File: src/rtl/video_source_sequencer.sv
// Frame-aligned switch between NUM_SRC pixel sources sharing one display sink.
// Optional VIDEO_SWITCH_BLANK_EN blanks line 0 of the first frame after a switch.
module video_source_sequencer #(
  parameter int NUM_SRC        = 4,
  parameter int H_WORDS        = 80,
  parameter int V_LINES        = 500,
  parameter int FRAMES_PER_SRC = 8
) (
  input  logic                   Clock,
  input  logic                   Reset,
  input  logic                   VideoReady,
  input  logic [24*NUM_SRC-1:0]  SrcVideo,
  output logic [NUM_SRC-1:0]     SrcReady,
  output logic [NUM_SRC-1:0]     SrcRestart,
  output logic [23:0]            video,
  input  logic [1:0]             SelReq,
  input  logic                   SelReqValid,
  input  logic                   AutoCycle,
  output logic [1:0]             ActiveSrc,
  output logic                   SwitchPending,
  output logic                   FrameDone
);

  localparam int HW   = (H_WORDS > 1) ? $clog2(H_WORDS) : 1;
  localparam int VW   = (V_LINES > 1) ? $clog2(V_LINES) : 1;
  localparam int FW   = $clog2(FRAMES_PER_SRC + 1);
  localparam logic [2:0] NUM_SRC_L  = 3'(NUM_SRC);
  localparam logic [1:0] LAST_SRC   = 2'(NUM_SRC - 1);
  localparam logic [HW-1:0] H_LAST  = HW'(H_WORDS - 1);
  localparam logic [VW-1:0] V_LAST  = VW'(V_LINES - 1);
  localparam logic [FW-1:0] F_LAST  = FW'(FRAMES_PER_SRC - 1);

  typedef enum logic {RUN, PEND} state_t;

  state_t            state, state_nxt;
  logic [HW-1:0]     h_cnt;
  logic [VW-1:0]     v_cnt;
  logic [FW-1:0]     frame_cnt;
  logic [1:0]        pend_sel, pend_nxt, active_nxt, auto_next;
  logic [NUM_SRC-1:0] restart_nxt;
  logic              last_beat, req_ok, auto_due, switch_now;
  logic [23:0]       src_pix;

  assign last_beat     = VideoReady && (h_cnt == H_LAST) && (v_cnt == V_LAST);
  assign req_ok        = SelReqValid && ({1'b0, SelReq} < NUM_SRC_L);
  assign auto_due      = AutoCycle && (frame_cnt == F_LAST);
  assign auto_next     = (ActiveSrc == LAST_SRC) ? 2'd0 : ActiveSrc + 2'd1;
  assign SwitchPending = (state == PEND);

  always_comb begin
    src_pix  = SrcVideo[23:0];
    SrcReady = '0;
    for (int i = 0; i < NUM_SRC; i++) begin
      if (ActiveSrc == 2'(i)) begin
        src_pix     = SrcVideo[24*i +: 24];
        SrcReady[i] = VideoReady;
      end
    end
  end

  // A request strobed on the last beat is latched but never applied at that
  // same boundary; only an already-pending request switches there.
  always_comb begin
    state_nxt  = state;
    pend_nxt   = pend_sel;
    active_nxt = ActiveSrc;
    switch_now = 1'b0;
    case (state)
      RUN: begin
        if (last_beat && auto_due) begin
          active_nxt = auto_next;
          switch_now = 1'b1;
        end
        if (req_ok && (SelReq != ActiveSrc)) begin
          pend_nxt  = SelReq;
          state_nxt = PEND;
        end
      end
      PEND: begin
        if (last_beat) begin
          active_nxt = pend_sel;
          switch_now = 1'b1;
          state_nxt  = RUN;
          if (req_ok && (SelReq != pend_sel)) begin
            pend_nxt  = SelReq;
            state_nxt = PEND;
          end
        end else if (req_ok) begin
          if (SelReq == ActiveSrc) state_nxt = RUN;
          else                     pend_nxt  = SelReq;
        end
      end
      default: state_nxt = RUN;
    endcase
    restart_nxt = '0;
    for (int i = 0; i < NUM_SRC; i++)
      restart_nxt[i] = switch_now && (active_nxt == 2'(i));
  end

  always_ff @(posedge Clock) begin
    if (Reset) begin
      state      <= RUN;
      pend_sel   <= 2'd0;
      ActiveSrc  <= 2'd0;
      SrcRestart <= '0;
      FrameDone  <= 1'b0;
    end else begin
      state      <= state_nxt;
      pend_sel   <= pend_nxt;
      ActiveSrc  <= active_nxt;
      SrcRestart <= restart_nxt;
      FrameDone  <= last_beat;
    end
  end

  always_ff @(posedge Clock) begin
    if (Reset) begin
      h_cnt <= '0;
      v_cnt <= '0;
    end else if (VideoReady) begin
      if (h_cnt == H_LAST) begin
        h_cnt <= '0;
        v_cnt <= (v_cnt == V_LAST) ? '0 : v_cnt + 1'b1;
      end else begin
        h_cnt <= h_cnt + 1'b1;
      end
    end
  end

  always_ff @(posedge Clock) begin
    if (Reset || !AutoCycle || switch_now) frame_cnt <= '0;
    else if (last_beat)                    frame_cnt <= frame_cnt + 1'b1;
  end

`ifdef VIDEO_SWITCH_BLANK_EN
  // Set on a switch (counters are at origin then); cleared once line 0 is done.
  logic blank_r;
  always_ff @(posedge Clock) begin
    if (Reset)              blank_r <= 1'b0;
    else if (switch_now)    blank_r <= 1'b1;
    else if (v_cnt != '0)   blank_r <= 1'b0;
  end
  assign video = (blank_r && (v_cnt == '0)) ? 24'h000000 : src_pix;
`else
  assign video = src_pix;
`endif

endmodule

File: config.mk
export PLATFORM = sky130hd
export DESIGN_NAME = video_source_sequencer
export DESIGN_NICKNAME = d
export VERILOG_FILES = /design/src/rtl/video_source_sequencer.sv
export SDC_FILE = /design/constraint.sdc
export NUM_CORES = 1
export LEC_CHECK = 0
export CAP_MARGIN = 25
export CORE_MARGIN = 5
export CORE_UTILIZATION = 38
export CTS_CLUSTER_DIAMETER = 40
export DETAILED_ROUTE_END_ITERATION = 7
export PLACE_DENSITY = 0.82
export SYNTH_ARGS = -nofsm -noshare
export SYNTH_HDL_FRONTEND = slang
export SYNTH_SLANG_ARGS = --single-unit
export TNS_END_PERCENT = 50
File: constraint.sdc
create_clock -name Clock -period 2.9 [get_ports Clock]
set_input_delay 0.725 -clock Clock [delete_from_list [all_inputs] [get_ports Clock]]
set_output_delay 0.725 -clock Clock [all_outputs]
set_load 0.02 [all_outputs]
==> metrics <==
Primary FF master, synth dfxtp_1; register share of total power 42.5%; synth warn 0; crit path max fanout 1; Iter 0 DRT Violations 83; antenna violations before repair 0; n_diodes 0; PD cells 257 mW/mm^2; CP max stage delay 0.62 ns; Worst-Margin Slew 0.613 ns; DRT antenna net count 0; Synth area leader dfxtp_1; syn_nets 418; RSZ-0062 raised after global routing false; clock sinks 30; Worst Setup SP SrcVideo[38]; Global Route Usage Sum 22.0%; delay-heaviest family, CP buffers and inverters; Die Wd 87.6 microns; Mapped Area 0.00229 sq mm; Final Max Tran Viols 0; wire length per cell 17.0 microns; CTS tree done; #FFs+latches synth 30; worst path required time 2.17 ns; Clock Latency Late Sink 0.28 ns; fin crit share 98.7%; crit path launch type input port; FMAX 349 MHz; Comb power frac 26.5%; via count 2,785; Worst slew margin 58.6%; most frequent cell after synthesis nand2_1; synth top area cells dfxtp_1 26%, mux2i_1 12%, a21oi_1 7.7%, o21ai_0 7.2%, nand2_1 6.2%; area share of the largest cell type after synthesis 26.2%; Core Area 0.00589 sq mm; setup slack at placement -0.0528 ns; crit end category primary output; Ports 139; Post-synth EDFFs 0; Leakage 1.52 nW; number of global-route vias before repair 2,615; routed wire length 8840 microns; # nets final 556; CP most frequent cell clkdlybuf4s50_1; residual DRC count 0; Die Ht 87.6 microns; minimum hold slack 0.480 ns; Net Sw Frac 24.8%; sequential area share after synthesis 26.2%; Critical Path AT 2.14 ns; final clock skew 0.00475 ns; most frequent cells after synthesis 38 x nand2_1, 35 x a21oi_1, 35 x nor2_1; number of max-cap violations 0; worst vdd ir 0.277 mV; syn avg cell area 7.43 sq um; cell row count 28; Fill cells 505; total congestion overflow 0; crit-path cells clkdlybuf4s50_1 > mux2i_1 > nor2_1 > a21oi_1 > o21ai_0 > clkdlybuf4s50_1; Layout area overhead 70.3%; Distinct cells, synth 43; Crit Path Category in -> out; Worst Hold Launch frame_cnt[1]; root buf cell clkbuf_8; post-layout minimum cycle time 2.86 ns; cells after synthesis 308; via/cell ratio 5.35; Final Worst Setup Slack 0.0378 ns; initial core utilization 38.9%; global-route wire length before repair 13,300 microns; Post-CTS Setup Inserts 0; detailed placement HPWL 7130 microns; TritonCTS buffer count 5; CTS clock-pin slew for the worst setup and hold paths 0.06 ns; gpl congestion 0.947; pin count of the biggest net entering global routing 42; htree depth 2; Max Buffers Root-to-Sink 2; status finished, final reports clean; Reg2Reg Launch Point h_cnt[0]; hold buffers post-CTS 0; hold crit path type reg -> reg; Detailed Routing Iterations Pass 1 4; I/O Buffers 138; clock share of power 30.9%; Fin. Hold Viols 0; final setup vio count 0; internal power 0.000754 W; fraction of final layout cells sized beyond drive strength 1 6.05%; slowest CP cell clkdlybuf4s50_1; FFs w/ async S/R, synth 0%; Bufs and invs on worst path 2; Die ar. 0.00767 sq mm; NetSw 0.000248 W
[cell usage in the layout, fill, tap and decap left out, types with 6 or more instances in the layout]
master	Yosys	layout
nor3_1	11	11
dlymetal6s2s_1	0	9
nand4_1	10	10
nor2_1	35	35
xor2_1	13	13
dlygate4sd2_1	0	14
clkdlybuf4s50_1	0	115
ha_1	7	7
dfxtp_1	30	30
mux2i_1	27	27
nand2_1	38	38
a21oi_1	35	35
o21ai_0	33	33
nand3_1	6	6
buf_4	1	10
[final timing paths]
check | to | slack [ns] | cells past startpoint
worst max-delay path | video[14] | 0.04 | 6
worst min-delay path | frame_cnt[1] | 0.48 | 2
worst min register to register | frame_cnt[1] | 0.48 | 2
worst max register to register | frame_cnt[3] | 0.97 | 6
[tightest hold or removal path: cells and delay by family (launching register included)]
family,cells,cell delay [ns]
AND/OR/NAND/NOR,1,0.06
flip-flops,1,0.32
AO/OA/AOI/OAI,1,0.05
[cells by family (layout without fill, tap and decap cells)]
family / after synthesis / after routing / share of synthesized area (%)
AOI/OAI and AO/OA: 74 / 74 / 16.9
xor gates and xnor gates: 14 / 14 / 5.36
adders and majority gates: 7 / 7 / 3.83
buffers and inverters: 24 / 162 / 4.32
DFF: 30 / 30 / 26.2
muxes: 28 / 28 / 12.3
and+or+nand+nor: 131 / 131 / 31.0
[metrics by stage]
step	std cells	util [%]	setup TNS [ns]	cell area (sq um)	total power, W
global route	521	66.2	0	3900	0.00105
global placement	514	64.8	-0.0788	3810	0.000702
CTS	521	65.8	0	3870	0.00101
floorplan	308	-	0	2290	0.000514
finish	521	66.2	0	3900	0.00100
detailed placement	514	64.8	-0.307	3810	0.000708
[power groups by stage]
stage                     Combinational [W]  Clock (W)  Sequential (W)
after floorplan                   0.0000810          0        0.000433
after global placement             0.000267          0        0.000434
after detailed placement           0.000273          0        0.000435
after CTS                          0.000267   0.000317        0.000426
after global routing               0.000282   0.000345        0.000427
final                              0.000266   0.000310        0.000426
[sequential cells by signal, indices dropped and copies added, names as in the netlist]
signal	flops
ActiveSrc	2
FrameDone	1
SrcRestart	4
SwitchPending	1
frame_cnt	4
h_cnt	7
pend_sel	2
v_cnt	9
[timing repair]
action | CTS | global route
endpoints found under the setup margin | 14 | 9
pin swaps | 0 | 0
resized for setup | 14 | 9
[cell type report]
type,instances,area (sq um),area share (%)
repair buffers,151,1520,39.0
flip-flops and latches,30,601,15.4
inverters,4,15.0,0.385
multi-input cells,254,1590,40.8
well taps,75,93.8,2.41
clock buffers,7,76.3,1.96
[routing by layer]
metal  up-vias  part of all wire [%]  GRT usage [%]  wire length, microns
met5         -                     0              0                     0
met4         0                   2.6           7.39                   234
met3        17                   9.2           6.11                   816
met2       112                    49           38.1                  4350
met1      1285                    39           26.1                  3440
li1       1371                     -              -                     -
No activity file was read; power rests on OpenSTA's default activity.
